## config.mk

```make
export PLATFORM = sky130hd
export DESIGN_NAME = div_sign_handler
export DESIGN_NICKNAME = d
export VERILOG_FILES = /design/src/rtl/div_pkg.sv /design/src/rtl/div_operand_conditioner.sv /design/src/rtl/div_sign_handler.sv
export SDC_FILE = /design/constraint.sdc
export NUM_CORES = 1
export LEC_CHECK = 0
export CAP_MARGIN = 5
export CORE_MARGIN = 3
export CORE_UTILIZATION = 42
export CTS_BUF_LIST = sky130_fd_sc_hd__clkbuf_2
export DETAILED_ROUTE_END_ITERATION = 12
export PLACE_DENSITY = 0.87
export SETUP_SLACK_MARGIN = 0.4
export SYNTH_ARGS = -nofsm -noshare
export SYNTH_HDL_FRONTEND = slang
export SYNTH_SLANG_ARGS = --single-unit
```

## constraint.sdc

```tcl
create_clock -name clk_i -period 3.6 [get_ports clk_i]
set_input_delay 0.72 -clock clk_i [delete_from_list [all_inputs] [get_ports clk_i]]
set_output_delay 0.72 -clock clk_i [all_outputs]
set_load 0.02 [all_outputs]
```

## src/rtl/div_pkg.sv

```systemverilog
// Shared types and arithmetic helpers for the divider sign-handling stage.
package div_pkg;

  typedef enum logic [1:0] {
    OP_DIV  = 2'd0,
    OP_DIVU = 2'd1,
    OP_REM  = 2'd2,
    OP_REMU = 2'd3
  } div_op_t;

  typedef enum logic [2:0] {
    ST_IDLE,
    ST_LAUNCH,
    ST_WAIT,
    ST_DRAIN,
    ST_DONE
  } div_state_t;

  typedef enum logic [1:0] {
    SPC_NONE,
    SPC_DIV_ZERO,
    SPC_OVERFLOW,
    SPC_SMALL
  } div_special_t;

  // Widest operand the helpers handle; callers size-cast in and out of this width.
  localparam int unsigned DIV_MAX_WIDTH = 128;

  function automatic logic [DIV_MAX_WIDTH-1:0] div_negate(
    input logic [DIV_MAX_WIDTH-1:0] value,
    input int unsigned              width
  );
    logic [DIV_MAX_WIDTH-1:0] mask;
    mask = (width >= DIV_MAX_WIDTH) ? '1 :
           ((DIV_MAX_WIDTH'(1) << width) - DIV_MAX_WIDTH'(1));
    return (~value + DIV_MAX_WIDTH'(1)) & mask;
  endfunction

  function automatic logic [DIV_MAX_WIDTH-1:0] div_abs(
    input logic [DIV_MAX_WIDTH-1:0] value,
    input logic                     is_negative,
    input int unsigned              width
  );
    return is_negative ? div_negate(value, width) : value;
  endfunction

endpackage

```

## src/rtl/div_operand_conditioner.sv

```systemverilog
// Combinational operand front end: magnitudes, result sign flags and the
// locally-resolved special cases that never reach the divider core.
module div_operand_conditioner
  import div_pkg::*;
#(
  parameter int unsigned DATA_WIDTH = 32
) (
  input  logic [1:0]            op,
  input  logic [DATA_WIDTH-1:0] dividend,
  input  logic [DATA_WIDTH-1:0] divisor,
  output logic [DATA_WIDTH-1:0] mag_a,
  output logic [DATA_WIDTH-1:0] mag_b,
  output logic                  neg_q,
  output logic                  neg_r,
  output logic                  quot_op,
  output logic                  fast_path,
  output logic [DATA_WIDTH-1:0] fast_result,
  output logic                  div_by_zero
);

  localparam logic [DATA_WIDTH-1:0] MOST_NEG = {1'b1, {(DATA_WIDTH-1){1'b0}}};

  div_op_t      op_e;
  div_special_t special_kind;
  logic         is_signed;
  logic         a_neg;
  logic         b_neg;

  assign op_e      = div_op_t'(op);
  assign is_signed = (op_e == OP_DIV) || (op_e == OP_REM);
  assign quot_op   = (op_e == OP_DIV) || (op_e == OP_DIVU);
  assign a_neg     = is_signed & dividend[DATA_WIDTH-1];
  assign b_neg     = is_signed & divisor[DATA_WIDTH-1];
  assign neg_q     = a_neg ^ b_neg;
  assign neg_r     = a_neg;

  // |most-negative| wraps back to 0x80..0, which is exactly the unsigned magnitude.
  assign mag_a = DATA_WIDTH'(div_abs(DIV_MAX_WIDTH'(dividend), a_neg, DATA_WIDTH));
  assign mag_b = DATA_WIDTH'(div_abs(DIV_MAX_WIDTH'(divisor), b_neg, DATA_WIDTH));

  always_comb begin
    special_kind = SPC_NONE;
    fast_result  = '0;
    div_by_zero  = 1'b0;
    if (divisor == '0) begin
      special_kind = SPC_DIV_ZERO;
      div_by_zero  = 1'b1;
      fast_result  = quot_op ? '1 : dividend;
    end else if (is_signed && (dividend == MOST_NEG) && (divisor == '1)) begin
      special_kind = SPC_OVERFLOW;
      fast_result  = quot_op ? dividend : '0;
    end else if (mag_a < mag_b) begin
      special_kind = SPC_SMALL;
      fast_result  = quot_op ? '0 : dividend;
    end
  end

  assign fast_path = (special_kind != SPC_NONE);

endmodule

```

## src/rtl/div_sign_handler.sv

```systemverilog
// Sign pre/post-processing around the unsigned divider core for DIV/DIVU/REM/REMU,
// including locally-resolved special cases and flush handling.
module div_sign_handler
  import div_pkg::*;
#(
  parameter int unsigned DATA_WIDTH = 32
) (
  input  logic                  clk_i,
  input  logic                  rst_i,
  input  logic                  clk_en_i,
  input  logic                  valid_i,
  input  logic [1:0]            op_i,
  input  logic [DATA_WIDTH-1:0] dividend_i,
  input  logic [DATA_WIDTH-1:0] divisor_i,
  input  logic                  flush_i,
  output logic                  ready_o,
  output logic [DATA_WIDTH-1:0] result_o,
  output logic                  valid_o,
  output logic                  div_by_zero_o,
  output logic [DATA_WIDTH-1:0] core_dividend_o,
  output logic [DATA_WIDTH-1:0] core_divisor_o,
  output logic                  core_valid_o,
  input  logic [DATA_WIDTH-1:0] core_quotient_i,
  input  logic [DATA_WIDTH-1:0] core_remainder_i,
  input  logic                  core_valid_i
);

  div_state_t state_q, state_d;

  logic [DATA_WIDTH-1:0] mag_a_q, mag_b_q, result_q;
  logic                  neg_q_q, neg_r_q, quot_op_q, dbz_q;

  logic [DATA_WIDTH-1:0] c_mag_a, c_mag_b, c_fast_result;
  logic                  c_neg_q, c_neg_r, c_quot_op, c_fast_path, c_div_by_zero;

  logic                  accept;
  logic [DATA_WIDTH-1:0] core_sel;
  logic [DATA_WIDTH-1:0] core_fixed;

  div_operand_conditioner #(
    .DATA_WIDTH (DATA_WIDTH)
  ) u_conditioner (
    .op          (op_i),
    .dividend    (dividend_i),
    .divisor     (divisor_i),
    .mag_a       (c_mag_a),
    .mag_b       (c_mag_b),
    .neg_q       (c_neg_q),
    .neg_r       (c_neg_r),
    .quot_op     (c_quot_op),
    .fast_path   (c_fast_path),
    .fast_result (c_fast_result),
    .div_by_zero (c_div_by_zero)
  );

  assign accept     = valid_i && (state_q == ST_IDLE);
  assign core_sel   = quot_op_q ? core_quotient_i : core_remainder_i;
  assign core_fixed = (quot_op_q ? neg_q_q : neg_r_q)
                    ? DATA_WIDTH'(div_negate(DIV_MAX_WIDTH'(core_sel), DATA_WIDTH))
                    : core_sel;

  always_comb begin
    state_d = state_q;
    unique case (state_q)
      ST_IDLE:   if (accept) state_d = c_fast_path ? ST_DONE : ST_LAUNCH;
      ST_LAUNCH: state_d = flush_i ? ST_DRAIN : ST_WAIT;
      ST_WAIT: begin
        // A flush racing the core's done strobe has nothing left to drain.
        if (flush_i)           state_d = core_valid_i ? ST_IDLE : ST_DRAIN;
        else if (core_valid_i) state_d = ST_DONE;
      end
      ST_DRAIN:  if (core_valid_i) state_d = ST_IDLE;
      ST_DONE:   state_d = ST_IDLE;
      default:   state_d = ST_IDLE;
    endcase
  end

  always_ff @(posedge clk_i or posedge rst_i) begin
    if (rst_i) begin
      state_q <= ST_IDLE;
    end else if (clk_en_i) begin
      state_q <= state_d;
    end
  end

  always_ff @(posedge clk_i or posedge rst_i) begin
    if (rst_i) begin
      mag_a_q   <= '0;
      mag_b_q   <= '0;
      result_q  <= '0;
      neg_q_q   <= 1'b0;
      neg_r_q   <= 1'b0;
      quot_op_q <= 1'b0;
      dbz_q     <= 1'b0;
    end else if (clk_en_i) begin
      if (accept) begin
        neg_q_q   <= c_neg_q;
        neg_r_q   <= c_neg_r;
        quot_op_q <= c_quot_op;
        dbz_q     <= c_div_by_zero;
        if (c_fast_path) begin
          result_q <= c_fast_result;
        end else begin
          mag_a_q <= c_mag_a;
          mag_b_q <= c_mag_b;
        end
      end else if ((state_q == ST_WAIT) && core_valid_i && !flush_i) begin
        result_q <= core_fixed;
      end
    end
  end

  assign ready_o         = (state_q == ST_IDLE);
  assign valid_o         = (state_q == ST_DONE) && !flush_i;
  assign core_valid_o    = (state_q == ST_LAUNCH);
  assign core_dividend_o = mag_a_q;
  assign core_divisor_o  = mag_b_q;
  assign result_o        = result_q;
  assign div_by_zero_o   = dbz_q;

endmodule

```

After elaboration in Yosys (flattened, before gate mapping)
Index checks and enable logic that the tools add are counted.

operators by class
  multipliers = 0
  shifts and indexed selects = 0
  bitwise operators = 7
  add/subtract/negate cells = 3
  divide/modulo/power cells = 0
  multiplexer cells = 26
  eq/ne operators = 12
  reduce and logical (&&, ||, !) cells = 18
  magnitude comparators = 1

operators with widths
  kind                                            count
  two-way mux 32 bit                              13
  adder 32 x 1 -> 32 bit (second input constant)  3
  NOT 32 bit                                      3
  == test 32 bit (second input constant)          2
  zero test 32 bit                                1
  < comparator 32 bit                             1
  two-way mux 3 bit                               5
  one-hot mux 3 bit (4 select lines)              1
  two-way mux 2 bit                               4
  == test 3 x 2 -> 1 bit (second input constant)  2
  logical AND 1 bit                               6
  AND reduction 3 bit                             2
  inequality test 2 bit (second input constant)   2
  AND reduction 4 bit                             1
  nonzero test 2 bit                              2
  == test 3 x 1 -> 1 bit (second input constant)  1
  == test 3 bit (second input constant)           1
  zero test 3 bit                                 1
  two-way mux 1 bit                               3
  inequality test 3 bit (second input constant)   1
  bitwise AND 1 bit                               2
  == test 2 x 1 -> 1 bit (second input constant)  1
  == test 2 bit (second input constant)           1
  zero test 2 bit                                 1
  other kinds (6)                                 7

storage, ports and cells
  logic and storage cells = 75
  memories kept = 0
  flip-flop bits (word level) = 103
  bits in writable memories = 0
  memory bits (read-only) = 0
  latch bits = 0

Depth between registers and ports, before layout
  depth after elaboration = 12
  gate-level depth with buffers = 20
  depth with buffers taken out = 17

By module
From an unflattened synthesis, not the netlist that was laid out.

second synthesis, totals
  cells, all modules = 959
  area, all modules = 8605.8 um^2

modules (own cells, without submodules)
  module                   sequential area each (um^2)  area each (um^2)  times used  cells an instance
  div_sign_handler         2577.5                       5684.2            1           545
  div_operand_conditioner  0.0                          2921.6            1           414

Worst setup path before layout
Ideal clock, no wire load.

  path type = input -> register
  start point = input divisor_i[4]
  end point = register mag_b_q[10], in the netlist core_divisor_o[10]
  arrival = 4.728 ns
  stages on the path = 17
  slack = -1.261 ns
  required time = 3.467 ns
  setup time = 0.133 ns
  path buffers = 3
  cell sequence = nor4_2 nor4b_2 nand4_1 or4_1 o41ai_1 xor2_1 ha_1 nand4_1 nor4_1 o31ai_1 a21oi_1 or3b_2 buf_2 buf_2 buf_4 nand2_1 o21ai_0

on the way
  longest elaborated chain between the ends = 10
  elaborated cells between the ends (all ways) = 13

ends and longest elaborated chain
  item                                  line                           source
  start: declaration                    div_sign_handler.sv:14         input logic [DATA_WIDTH-1:0] divisor_i,
  NOT 32 bit                            div_pkg.sv:36                  return (~value + DIV_MAX_WIDTH'(1)) & mask;
  adder 32 x 1 -> 32 bit                div_pkg.sv:36
  two-way mux 32 bit                    div_pkg.sv:44                  return is_negative ? div_negate(value, width) : value;
  < comparator 32 bit                   div_operand_conditioner.sv:52  end else if (mag_a < mag_b) begin
  two-way mux 2 bit                     div_operand_conditioner.sv:52
  two-way mux 2 bit                     div_operand_conditioner.sv:49  end else if (is_signed && (dividend == MOST_NEG) && (divisor == '1)) begin
  two-way mux 2 bit                     div_operand_conditioner.sv:45  if (divisor == '0) begin
  nonzero test 2 bit                    div_operand_conditioner.sv:58  assign fast_path = (special_kind != SPC_NONE);
  NOT 1 bit (no source line)            n/a
  AND reduction 3 bit (no source line)  n/a
  end signal: assignment                div_sign_handler.sv:105        mag_b_q <= c_mag_b;
  end: declaration                      div_sign_handler.sv:30         logic [DATA_WIDTH-1:0] mag_a_q, mag_b_q, result_q;

Parallel ways exist; a longest one is shown, timed or not.
A chain may end at the register's enable or synchronous reset.

Worst setup path in the final report
  start point = input divisor_i[17]
  end point = register mag_a_q[3], in the netlist core_dividend_o[3]

on the way
  longest elaborated chain between the ends = 10
  elaborated cells between the ends (all ways) = 13

ends and longest elaborated chain
  item                                    line                           source
  NOT 32 bit                              div_pkg.sv:36
  adder 32 x 1 -> 32 bit                  div_pkg.sv:36
  two-way mux 32 bit                      div_pkg.sv:44
  < comparator 32 bit                     div_operand_conditioner.sv:52
  two-way mux 2 bit                       div_operand_conditioner.sv:52
  two-way mux 2 bit                       div_operand_conditioner.sv:49
  two-way mux 2 bit *                     div_operand_conditioner.sv:45
  nonzero test 2 bit *                    div_operand_conditioner.sv:58
  NOT 1 bit (no source line) *            n/a
  AND reduction 3 bit (no source line) *  n/a
  end signal: assignment                  div_sign_handler.sv:104        mag_a_q <= c_mag_a;
  end: declaration                        div_sign_handler.sv:30

Mark *: on every way between the ends. The rest lies on a longest branch, timed or not.

==> metrics.txt <==
H-Tree Depth 3; CTS root buffer clkbuf_2; Post-Syn Area about 0.0078 mm^2; Setup CP Type input port to flip-flop; switching share of total power between 40% and 50%; most frequent cells after synthesis o21ai_0 (113), dfrtp_1 (103), nand2_1 (77); fin util between 70% and 80%; Pre-Repair DR Iteration Count 6; area grow syn2layout 77.07%; CP endpoint kind flip-flop; post-synth top area share between 30% and 40%; worst-case vdd ir drop ~0.47 mV; Placement Rows 49; Final Power ~8.2 mW; post-synthesis cell type count about 60; Final Hold Viols 0; Die ar. 0.02014 mm^2; syn_nets between 1000 and 1500; startpoint types input port; worst-path fanout max 8; sw power 3.810 mW; Worst-Margin Slew between 900 and 1000 ps; Post-Layout Cell Count about 1600; placed cells around 1500; Final Cycle Share 142.6%; ratio of cells with drive above 1 in the final layout roughly two fifths; Avg Inst Size Synth between 8 and 9 um^2; DP Area about 0.012 mm^2; clock buffer depth 2; Worst Path Required between 4000 and 5000 ps; clock sink total slightly above 100; DR iter-0 viols 1372; hold_buf cts 0; Seq/Total Area, Yosys between 30% and 40%; GP Congestion just over 0.9; Synth area leader dfrtp_1; Async SR Flop Fraction 100.0%; final setup violation count 98; Inserted Diodes 0; final net count between 1500 and 2000; Clock Skews roughly 99 ps; Pwr Density ~600 mW/mm^2; Die Y between 100 and 150 um; maximum clock rate a little under 200 MHz; Detail Placement HPWL around 23 mm; Overflow after GRT 0; Wirelength per Cell roughly 25 um; total number of vias slightly above 10000; outcome finished with violations; unrepaired setup endpoints after global routing true; combinational power share about 65%; die width 141.9 um; violations in the final reports negative setup slack; Ports around 240; TritonCTS clock tree done; count leader, synth o21ai_0; first-pass GRT wire length 50.26 mm; initial antenna violation count 0; vias in the first global route 9471; warnings from Yosys 0; crit path DAT around 5700 ps; Antenna Nets Post-Route 0; setup ws final -1535 ps; pin count of the biggest net entering global routing 44; post-DR vias/cell 6.412; area of the core around 0.018 mm^2; Total GRT Usage 31.53%; Synth Flop Type dfrtp_1; Max-Cap Viols 0; HP Class input port to async pin; Worst-Skew Late Latency about 740 ps; # DRC 0; Int Power between 4 and 5 mW; Starting Density 43.04%; Post-Route WL between 30 and 40 mm; clk slew on worst S/H paths approximately 320 ps; worst rel slew slack 35.63%; Design Area, Final 0.01374 mm^2; clock power share roughly 7.0%; Gate Count Post-Synth ~870; Final Max Tran Viols 0; fin crit period 5135 ps; Reg power frac around 28%; total CTS buffers 9; number of enable flip-flop cells after synthesis 0; leak pwr 5.837 nW; # port buffers around 240; Yosys reg bits just over 100; largest cells by area after synthesis dfrtp_1 (33%), o21ai_0 (7.3%), ha_1 (5.6%), mux2_2 (5.2%), xnor2_1 (5.0%)
[critical path, cell delays in order]
cell and delay [ps]:
clkdlybuf4s50_1 630, nor2_4 350, nand4_1 200, or4_4 530, nor3_2 350, o21ai_1 200
ha_1 400, nand4_1 380, nor4_4 490, o31ai_4 150, a21oi_2 230, or3b_4 460
buf_12 170, buf_12 140, mux2_4 290
[through the flow]
stage	hold WS, ps	setup TNS (ps)	setup slack, ps
detailed placement	469.5	-154690	-1633
global placement	469.3	-141540	-1493
global route	487.5	-127060	-1460
finish	524.2	-137650	-1535
floorplan	464.8	-81060	-911.9
CTS	469.2	-42720	-500.6
[power groups by stage]
stage / logic [mW] / clock network [mW] / registers (mW)
floorplan: 1.86 / 0 / 2.66
global placement: 4.33 / 0 / 2.14
detailed placement: 4.45 / 0 / 2.16
CTS: 4.81 / 0.562 / 2.20
global route: 5.58 / 0.618 / 2.37
finish: 5.34 / 0.578 / 2.32
[cells in the final DEF (no fill, tap or decap), types with 6 or more instances in the layout]
master / synthesis / routed
dfrtp_1: 103 / 102
buf_12: 0 / 12
a21oi_1: 50 / 44
nand2b_1: 9 / 7
nor3_1: 24 / 21
clkdlybuf4s15_1: 0 / 6
clkdlybuf4s50_1: 0 / 203
nand4_1: 15 / 15
nor2_1: 75 / 43
buf_6: 4 / 18
or4_4: 1 / 7
o21ai_1: 0 / 15
nor4_1: 14 / 8
nor2_4: 0 / 30
nand2_1: 77 / 48
nor2b_1: 7 / 6
xnor2_1: 44 / 40
clkbuf_2: 0 / 12
buf_16: 0 / 7
a31oi_2: 24 / 23
ha_1: 35 / 33
dlygate4sd2_1: 0 / 13
o31ai_1: 16 / 9
nand3_1: 6 / 6
o21ai_0: 113 / 74
buf_4: 5 / 244
mux2i_1: 29 / 28
inv_1: 11 / 8
a21oi_2: 1 / 7
nand2_4: 0 / 19
xor2_1: 44 / 41
nand2_2: 0 / 10
a31oi_1: 14 / 14
or4_1: 11 / 6
mux2_2: 36 / 33
o21ai_2: 0 / 23
a21o_1: 7 / 7
[per-layer routing]
layer	track usage [%]	up-vias	routed length [um]
met4	16.31	0	3156
met1	39.30	4785	13840
li1	-	4179	-
met3	5.494	329	4410
met5	0	-	0
met2	52.47	895	18140
[registers in the layout, indices dropped and copies added, names as in the netlist]
name / cells
core_dividend_o: 32
core_divisor_o: 32
result_o: 32
state_q: 3
div_by_zero_o: 1
neg_q_q: 1
neg_r_q: 1
quot_op_q: 1
[area by class of cell]
type / instances / area, um^2
Inverter: 11 / 45.04
Tap cell: 229 / 286.5
Clock inverter: 7 / 55.05
Multi-Input combinational cell: 711 / 5841
Timing Repair Buffer: 519 / 4887
Clock buffer: 9 / 45.04
Fill cell: 1075 / 4287
Sequential cell: 103 / 2579
[cells by family (layout without fill, tap and decap cells)]
logic type | after synthesis | after routing | synth area share (%)
compound gates | 253 | 253 | 21.00
fa+ha+maj | 35 | 35 | 5.644
xor+xnor | 88 | 88 | 9.934
simple gates | 270 | 270 | 17.77
flops | 103 | 103 | 33.22
buf+inv | 55 | 546 | 3.467
mux | 65 | 65 | 8.966
[timing repair]
action / CTS / global route
pin swaps: 58 / 31
buffers inserted: 51 / 15
setup endpoints to repair: 98 / 98
gates resized for setup: 212 / 105
gates cloned: 7 / 6
[worst paths after layout]
kind	startpoint	endpoint	slack, ps	cells past startpoint
worst min-delay path	rst_i	core_dividend_o[21]	520	2
max in group asynchronous	rst_i	core_divisor_o[31]	2250	3
worst max register to register	quot_op_q	result_o[25]	380	10
min in group clk_i	dividend_i[0]	core_dividend_o[0]	530	4
worst min register to register	core_divisor_o[19]	core_divisor_o[19]	540	2
worst max-delay path	divisor_i[17]	core_dividend_o[3]	-1530	15
No activity file was read; power rests on OpenSTA's default activity.
